File: config.mk
export PLATFORM = sky130hd
export DESIGN_NAME = jtag_tap_ctrl_flat
export DESIGN_NICKNAME = d
export VERILOG_FILES = /design/src/rtl/jtag_pkg.sv /design/src/rtl/jtag_tap_ctrl_if.sv /design/src/rtl/jtag_tap_fsm.sv /design/src/rtl/jtag_tap_ctrl.sv /design/src/flat_wrapper.sv
export SDC_FILE = /design/constraint.sdc
export NUM_CORES = 1
export LEC_CHECK = 0
export CORE_MARGIN = 3
export CORE_UTILIZATION = 40
export CTS_BUF_LIST = sky130_fd_sc_hd__clkbuf_8
export DETAILED_ROUTE_END_ITERATION = 6
export SYNTH_ARGS = -nofsm -noshare
export SYNTH_HDL_FRONTEND = slang
export SYNTH_HIERARCHICAL = 1
export SYNTH_SLANG_ARGS = --single-unit
export TNS_END_PERCENT = 5
File: constraint.sdc
create_clock -name TCLK -period 3 [get_ports TCLK]
set_input_delay 0.6 -clock TCLK [delete_from_list [all_inputs] [get_ports TCLK]]
set_output_delay 0.6 -clock TCLK [all_outputs]
set_load 0.05 [all_outputs]
File: src/rtl/jtag_pkg.sv
// Shared TAP definitions: 16-state encoding, IR capture pattern and DR selection codes.
package jtag_pkg;

  typedef enum logic [3:0] {
    TLR      = 4'd0,
    RTI      = 4'd1,
    SEL_DR   = 4'd2,
    CAP_DR   = 4'd3,
    SH_DR    = 4'd4,
    EX1_DR   = 4'd5,
    PAUSE_DR = 4'd6,
    EX2_DR   = 4'd7,
    UPD_DR   = 4'd8,
    SEL_IR   = 4'd9,
    CAP_IR   = 4'd10,
    SH_IR    = 4'd11,
    EX1_IR   = 4'd12,
    PAUSE_IR = 4'd13,
    EX2_IR   = 4'd14,
    UPD_IR   = 4'd15
  } tap_state_t;

  // Fixed pattern loaded into the IR shifter on Capture_IR (zero-extended).
  localparam logic [1:0] IR_CAPTURE = 2'b01;

  typedef enum logic [1:0] {
    DR_BYPASS = 2'd0,
    DR_IDCODE = 2'd1,
    DR_USER   = 2'd2,
    DR_SAMPLE = 2'd3
  } dr_sel_t;

  function automatic logic is_shift_state(input tap_state_t s);
    return (s == SH_DR) || (s == SH_IR);
  endfunction

endpackage

File: src/rtl/jtag_tap_ctrl_if.sv
// TAP port bundle. Sample-register signals exist only with JTAG_TAP_SAMPLE_EN defined.
interface jtag_tap_ctrl_if #(
  parameter int IR_WIDTH = 4
);
  import jtag_pkg::*;

  logic                TMS;
  logic                TDI;
  logic                TDO;
  logic                TDO_EN;
  tap_state_t          tap_state;
  logic [IR_WIDTH-1:0] ir_value;
  logic                ext_sel;
  logic                ext_capture;
  logic                ext_shift;
  logic                ext_update;
  logic                ext_tdo;
`ifdef JTAG_TAP_SAMPLE_EN
  logic [7:0]          sample_in;
  logic [7:0]          sample_out;

  modport master (
    output TMS, TDI, ext_tdo, sample_in,
    input  TDO, TDO_EN, tap_state, ir_value, ext_sel, ext_capture, ext_shift, ext_update,
           sample_out
  );

  modport slave (
    input  TMS, TDI, ext_tdo, sample_in,
    output TDO, TDO_EN, tap_state, ir_value, ext_sel, ext_capture, ext_shift, ext_update,
           sample_out
  );
`else
  modport master (
    output TMS, TDI, ext_tdo,
    input  TDO, TDO_EN, tap_state, ir_value, ext_sel, ext_capture, ext_shift, ext_update
  );

  modport slave (
    input  TMS, TDI, ext_tdo,
    output TDO, TDO_EN, tap_state, ir_value, ext_sel, ext_capture, ext_shift, ext_update
  );
`endif

endinterface

File: src/rtl/jtag_tap_fsm.sv
// IEEE 1149.1 16-state TAP state machine: registered state, combinational next state.
module jtag_tap_fsm
  import jtag_pkg::*;
(
  input  logic       TCLK,
  input  logic       TRST,
  input  logic       TMS,
  output tap_state_t tap_state
);

  tap_state_t state, state_nxt;

  always_ff @(posedge TCLK) begin
    if (TRST) state <= TLR;
    else      state <= state_nxt;
  end

  always_comb begin
    state_nxt = state;
    case (state)
      TLR:      state_nxt = TMS ? TLR    : RTI;
      RTI:      state_nxt = TMS ? SEL_DR : RTI;
      SEL_DR:   state_nxt = TMS ? SEL_IR : CAP_DR;
      CAP_DR:   state_nxt = TMS ? EX1_DR : SH_DR;
      SH_DR:    state_nxt = TMS ? EX1_DR : SH_DR;
      EX1_DR:   state_nxt = TMS ? UPD_DR : PAUSE_DR;
      PAUSE_DR: state_nxt = TMS ? EX2_DR : PAUSE_DR;
      EX2_DR:   state_nxt = TMS ? UPD_DR : SH_DR;
      UPD_DR:   state_nxt = TMS ? SEL_DR : RTI;
      SEL_IR:   state_nxt = TMS ? TLR    : CAP_IR;
      CAP_IR:   state_nxt = TMS ? EX1_IR : SH_IR;
      SH_IR:    state_nxt = TMS ? EX1_IR : SH_IR;
      EX1_IR:   state_nxt = TMS ? UPD_IR : PAUSE_IR;
      PAUSE_IR: state_nxt = TMS ? EX2_IR : PAUSE_IR;
      EX2_IR:   state_nxt = TMS ? UPD_IR : SH_IR;
      UPD_IR:   state_nxt = TMS ? SEL_DR : RTI;
      default:  state_nxt = TLR;
    endcase
  end

  assign tap_state = state;

endmodule

File: src/rtl/jtag_tap_ctrl.sv
// JTAG TAP controller: FSM, IR, BYPASS, IDCODE, external-DR strobes and TDO mux.
// Optional 8-bit SAMPLE register enabled by defining JTAG_TAP_SAMPLE_EN.
module jtag_tap_ctrl
  import jtag_pkg::*;
#(
  parameter int                  IR_WIDTH   = 4,
  parameter logic [31:0]         IDCODE_VAL = 32'h1000_0001,
  parameter logic [IR_WIDTH-1:0] OP_IDCODE  = IR_WIDTH'(4'b0001),
  parameter logic [IR_WIDTH-1:0] OP_USER    = IR_WIDTH'(4'b0010),
  parameter logic [IR_WIDTH-1:0] OP_BYPASS  = '1
`ifdef JTAG_TAP_SAMPLE_EN
  ,
  parameter logic [IR_WIDTH-1:0] OP_SAMPLE  = IR_WIDTH'(4'b0011)
`endif
) (
  input  logic           TCLK,
  input  logic           TRST,
  jtag_tap_ctrl_if.slave jtag
);

  tap_state_t          state;
  logic [IR_WIDTH-1:0] ir_sr;
  logic [IR_WIDTH-1:0] ir_q;
  logic                bypass_q;
  logic [31:0]         idcode_sr;
  dr_sel_t             dr_sel;
  logic                enter_tlr;
  logic                sample_bit;
  logic                tdo_c;

  // Any opcode that is not explicitly recognised falls back to BYPASS.
  function automatic dr_sel_t decode_dr(input logic [IR_WIDTH-1:0] ir);
    if (ir == OP_IDCODE) return DR_IDCODE;
    if (ir == OP_USER)   return DR_USER;
`ifdef JTAG_TAP_SAMPLE_EN
    if (ir == OP_SAMPLE) return DR_SAMPLE;
`endif
    if (ir == OP_BYPASS) return DR_BYPASS;
    return DR_BYPASS;
  endfunction

  jtag_tap_fsm u_fsm (
    .TCLK      (TCLK),
    .TRST      (TRST),
    .TMS       (jtag.TMS),
    .tap_state (state)
  );

  assign dr_sel    = decode_dr(ir_q);
  // Only TLR and Select-IR can move into TLR, so the IR reload lands on the entry edge.
  assign enter_tlr = jtag.TMS && ((state == TLR) || (state == SEL_IR));

  // Instruction register: shifter plus latched instruction
  always_ff @(posedge TCLK) begin
    if (TRST) begin
      ir_sr <= OP_IDCODE;
      ir_q  <= OP_IDCODE;
    end else begin
      case (state)
        CAP_IR:  ir_sr <= IR_WIDTH'(IR_CAPTURE);
        SH_IR:   ir_sr <= {jtag.TDI, ir_sr[IR_WIDTH-1:1]};
        default: ;
      endcase
      if (enter_tlr)            ir_q <= OP_IDCODE;
      else if (state == UPD_IR) ir_q <= ir_sr;
    end
  end

  // Built-in data registers; Exit/Pause states leave them untouched
  always_ff @(posedge TCLK) begin
    if (TRST) begin
      bypass_q  <= 1'b0;
      idcode_sr <= IDCODE_VAL;
    end else begin
      case (state)
        CAP_DR: begin
          bypass_q  <= 1'b0;
          idcode_sr <= IDCODE_VAL;
        end
        SH_DR: begin
          bypass_q  <= jtag.TDI;
          idcode_sr <= {jtag.TDI, idcode_sr[31:1]};
        end
        default: ;
      endcase
    end
  end

`ifdef JTAG_TAP_SAMPLE_EN
  logic [7:0] sample_sr;
  logic [7:0] sample_q;

  always_ff @(posedge TCLK) begin
    if (TRST) begin
      sample_sr <= 8'h00;
      sample_q  <= 8'h00;
    end else if (dr_sel == DR_SAMPLE) begin
      case (state)
        CAP_DR:  sample_sr <= jtag.sample_in;
        SH_DR:   sample_sr <= {jtag.TDI, sample_sr[7:1]};
        UPD_DR:  sample_q  <= sample_sr;
        default: ;
      endcase
    end
  end

  assign sample_bit      = sample_sr[0];
  assign jtag.sample_out = sample_q;
`else
  assign sample_bit = 1'b0;
`endif

  // Serial output mux
  always_comb begin
    tdo_c = 1'b0;
    if (state == SH_IR) begin
      tdo_c = ir_sr[0];
    end else if (state == SH_DR) begin
      case (dr_sel)
        DR_IDCODE: tdo_c = idcode_sr[0];
        DR_USER:   tdo_c = jtag.ext_tdo;
        DR_SAMPLE: tdo_c = sample_bit;
        default:   tdo_c = bypass_q;
      endcase
    end
  end

  assign jtag.TDO         = tdo_c;
  assign jtag.TDO_EN      = is_shift_state(state);
  assign jtag.tap_state   = state;
  assign jtag.ir_value    = ir_q;
  assign jtag.ext_sel     = (ir_q == OP_USER);
  assign jtag.ext_capture = (state == CAP_DR) && jtag.ext_sel;
  assign jtag.ext_shift   = (state == SH_DR)  && jtag.ext_sel;
  assign jtag.ext_update  = (state == UPD_DR) && jtag.ext_sel;

endmodule

File: src/flat_wrapper.sv
// flat-port wrapper written by rule: the top's interface ports become plain ports
module jtag_tap_ctrl_flat import jtag_pkg::*;
#(
  parameter int                  IR_WIDTH   = 4,
  parameter logic [31:0]         IDCODE_VAL = 32'h1000_0001,
  parameter logic [IR_WIDTH-1:0] OP_IDCODE  = IR_WIDTH'(4'b0001),
  parameter logic [IR_WIDTH-1:0] OP_USER    = IR_WIDTH'(4'b0010),
  parameter logic [IR_WIDTH-1:0] OP_BYPASS  = '1

)
  (TCLK, TRST, jtag_TMS, jtag_TDI, jtag_ext_tdo, jtag_TDO, jtag_TDO_EN, jtag_tap_state, jtag_ir_value, jtag_ext_sel, jtag_ext_capture, jtag_ext_shift, jtag_ext_update);
  jtag_tap_ctrl_if #(.IR_WIDTH(IR_WIDTH)) jtag_i ();
  input  logic TCLK;
  input  logic TRST;
  input wire logic [$bits(jtag_i.TMS)-1:0] jtag_TMS;
  input wire logic [$bits(jtag_i.TDI)-1:0] jtag_TDI;
  input wire logic [$bits(jtag_i.ext_tdo)-1:0] jtag_ext_tdo;
  output wire logic [$bits(jtag_i.TDO)-1:0] jtag_TDO;
  output wire logic [$bits(jtag_i.TDO_EN)-1:0] jtag_TDO_EN;
  output wire logic [$bits(jtag_i.tap_state)-1:0] jtag_tap_state;
  output wire logic [$bits(jtag_i.ir_value)-1:0] jtag_ir_value;
  output wire logic [$bits(jtag_i.ext_sel)-1:0] jtag_ext_sel;
  output wire logic [$bits(jtag_i.ext_capture)-1:0] jtag_ext_capture;
  output wire logic [$bits(jtag_i.ext_shift)-1:0] jtag_ext_shift;
  output wire logic [$bits(jtag_i.ext_update)-1:0] jtag_ext_update;
  assign jtag_i.TMS = jtag_TMS;
  assign jtag_i.TDI = jtag_TDI;
  assign jtag_i.ext_tdo = jtag_ext_tdo;
  assign jtag_TDO = jtag_i.TDO;
  assign jtag_TDO_EN = jtag_i.TDO_EN;
  assign jtag_tap_state = jtag_i.tap_state;
  assign jtag_ir_value = jtag_i.ir_value;
  assign jtag_ext_sel = jtag_i.ext_sel;
  assign jtag_ext_capture = jtag_i.ext_capture;
  assign jtag_ext_shift = jtag_i.ext_shift;
  assign jtag_ext_update = jtag_i.ext_update;
  jtag_tap_ctrl #(.IR_WIDTH(IR_WIDTH), .IDCODE_VAL(IDCODE_VAL), .OP_IDCODE(OP_IDCODE), .OP_USER(OP_USER), .OP_BYPASS(OP_BYPASS)) u_core (.TCLK(TCLK), .TRST(TRST), .jtag(jtag_i));
endmodule
==> out/results.ini <==
[worst_setup_path]
crit_fanout=4
path_cells=nor2_1, nand3b_1, nor4_1, clkdlybuf4s50_1
cp.arrival_ns=2.15
worst-path-buf-inv=1
endpoint_kind=primary output
critical_path_class=reg -> out
worst_path_max_delay_cell=clkdlybuf4s50_1
critPathMaxStageDelay_ns=0.88
start_kind=flop
cpLargestDelayFamily=buffers and inverters
cp.required_ns=2.40

[outcome]
status=complete, no violations

[global_route]
grt_max_degree=37
grt_pass1_vias=1376
grt_pass1_wl_mm=6.30
gr-total-overflow=0
grt_usage_pct=14.3
antenna_found_initial=0

[synthesis]
synth-main-ff-cell=dfxtp_1
synthSimpleGateAreaFrac_pct=22.4
synth_fa_ha_area_share_pct=0
ys_warn_count=6
ys_async_sr_fraction_pct=0
synth_area_per_cell_um2=9.36
yosysTopAreaCell=dfxtp_1
syn_nets=212
netlist_top_cells_area=dfxtp_1, nand2b_1, o22ai_1, buf_2, buf_6
synthCells=207
synth_top_family_by_area=simple AND/OR/NAND/NOR gates
yosys.area_share.xor_xnor_pct=1.36
syn_area_um2=1940
synth_compound_gate_area_share_pct=20.5
yosysUniqueCellTypes=41
synth_edf_count=0
ys_seq_area_share_pct=45.5
synth_top_cell_area_share_pct=45.5
synth_mux_area_share_pct=1.55
yosys_register_bits=44

[clock_tree]
clock_latency_ns=0.30
post_cts_buffers=0
clockRootBuffer=clkbuf_8
clock_sinks=44
cts_tree=yes
clk_pin_slew_ns=0.08
cts_buffers=5
post_cts_resized=0
cts_hold_buf=0
h-tree-depth=2
clockBufferDepth=2

[placement]
dpl-instance-area_um2=2140
port_buffers=18
place_ws_ns=0.557
place_congestion=0.817
dp_hpwl_mm=2.55

[cells_and_area]
nets=225
drive_gt1_share_pct=11.8
antenna_cells=0
regArea_um2=881
syn2layout_area_growth_pct=15.4
multiInputGateArea_um2=892
fillers=426
final_area_um2=2240

[floorplanning]
initial_core_util_pct=43.0
floorplan.rows=24
die_h_um=75.6
dieArea_um2=5710
coreArea_um2=4500
num_io_pins=19
die_x_um=75.6

[route]
drt_iter0_drc=109
antenna_left=0
vias_per_cell=5.52
wire_per_inst_um=13.8
drtPass1Iterations=4
routed_wl_mm=3.76
dr_total_vias=1506
drcViolationCount=0

[timing]
fmax_mhz=363
clock_skew_ns=0.00295
hold_viol=0
drv_slew=0
rsz0062_at_grt=no
finalSetupViolCount=0
period_share_pct=91.8
worst_slack_ns=0.246
worst_pin_slew_ns=0.513
slew_headroom_pct=65.7
fin_crit_ns=2.75

[pwr]
ir_drop_mv=0.177
p_per_area_nw_per_um2=486
leakage_nw=0.782

[run]
drv_cap=0

[worst_hold_path]
hold_class=reg -> reg

[cells in the final DEF, fill, tap and decap left out, types with 2 or more instances in the layout]
| cell | netlist | layout |
|---|---|---|
| dfxtp_1 | 44 | 44 |
| nand2b_1 | 30 | 30 |
| o22ai_1 | 26 | 26 |
| clkdlybuf4s50_1 | 0 | 15 |
| nor2_1 | 12 | 12 |
| inv_1 | 10 | 10 |
| buf_4 | 0 | 7 |
| clkbuf_8 | 2 | 6 |
| nand3b_1 | 6 | 6 |
| nand2_1 | 5 | 5 |
| nand3_1 | 5 | 5 |
| a21oi_1 | 5 | 5 |
| o32ai_1 | 4 | 4 |
| buf_12 | 0 | 3 |
| or3_1 | 3 | 3 |
| o31a_1 | 3 | 3 |
| mux2i_1 | 3 | 3 |
| nor3b_1 | 3 | 3 |
| clkinvlp_4 | 0 | 2 |
| a2111oi_2 | 2 | 2 |
| xor2_1 | 2 | 2 |
| a211oi_1 | 2 | 2 |
| a211o_1 | 2 | 2 |
| o211ai_1 | 2 | 2 |
[worst register-to-register path, delay by kind of cell, from the launching register on]
family / cells / cell delay [ns]
AND/OR/NAND/NOR: 1 / 0.47
flip-flops: 1 / 0.50
AO/OA/AOI/OAI: 2 / 0.29
buffers and inverters: 2 / 0.55
[where the power goes]
part           internal (W)  switching [W]  total (W)
Combinational     0.0000436      0.0000610   0.000105
Sequential         0.000588     0.00000847   0.000596
Clock              0.000186       0.000200   0.000387
[kinds of logic after synthesis]
kind of cell | count (synthesis)
DFF | 44
muxes | 3
buffers and inverters | 29
xor gates and xnor gates | 3
AOI/OAI and AO/OA | 55
and+or+nand+nor | 73
[worst paths after layout]
kind	from	to	slack (ns)	cells after the start
worst max-delay path	u_core/jtag.ir_value[2]	jtag_ext_update	0.25	4
worst min register to register	u_core/ir_sr[2]	u_core/ir_sr[2]	0.48	2
worst max register to register	u_core/u_fsm/tap_state[2]	u_core/idcode_sr[27]	1.07	5
worst min-delay path	u_core/ir_sr[2]	u_core/ir_sr[2]	0.48	2
[synth_stat cells, types with 2 or more instances]
master / n
or3_1: 3
nand2b_1: 30
a211oi_1: 2
xor2_1: 2
clkbuf_1: 4
buf_6: 4
nand3b_1: 6
nor3b_1: 3
nand3_1: 5
inv_1: 10
o31a_1: 3
a21oi_1: 5
nand2_1: 5
o22ai_1: 26
o211ai_1: 2
a2111oi_2: 2
a211o_1: 2
buf_2: 9
mux2i_1: 3
nor4_1: 2
nor2_1: 12
clkbuf_8: 2
dfxtp_1: 44
o32ai_1: 4
[area by class of cell]
type	count	share of cell area, %
clock inverters	2	0.672
inverters	10	1.68
repair buffers	25	11.8
well taps	52	2.91
multi-input cells	134	39.9
flip-flops and latches	44	39.4
clock buffers	6	3.69
[stage by stage]
step / setup TNS [ns] / hold slack, ns / instances / util [%] / power (W)
3_3_place_gp: 0 / 0.461 / 265 / 47.5 / 0.000711
5_1_grt: 0 / 0.512 / 273 / 49.6 / 0.00113
4_1_cts: 0 / 0.480 / 273 / 49.6 / 0.00110
3_5_place_dp: 0 / 0.470 / 265 / 47.5 / 0.000714
6_report: 0 / 0.479 / 273 / 49.6 / 0.00109
2_1_floorplan: -0.0878 / 0.444 / 207 / - / 0.000692
[layer usage]
| metal | routed length [um] | vias up | global-route usage, % | part of all wire [%] |
|---|---|---|---|---|
| li1 | - | 764 | - | - |
| met1 | 1730 | 700 | 18.5 | 46 |
| met2 | 1810 | 36 | 22.8 | 48 |
| met3 | 144 | 6 | 3.56 | 3.8 |
| met4 | 68 | 0 | 5.83 | 1.8 |
| met5 | 0 | - | 0 | 0 |
[registers in the layout (all words and copies together), names as in the netlist]
register and cells:
u_core/bypass_q 1, u_core/jtag.ir_value 4, u_core/u_fsm/tap_state 4, u_core/ir_sr 4
u_core/idcode_sr 31
Note: power is estimated with default switching activity, not from simulation.
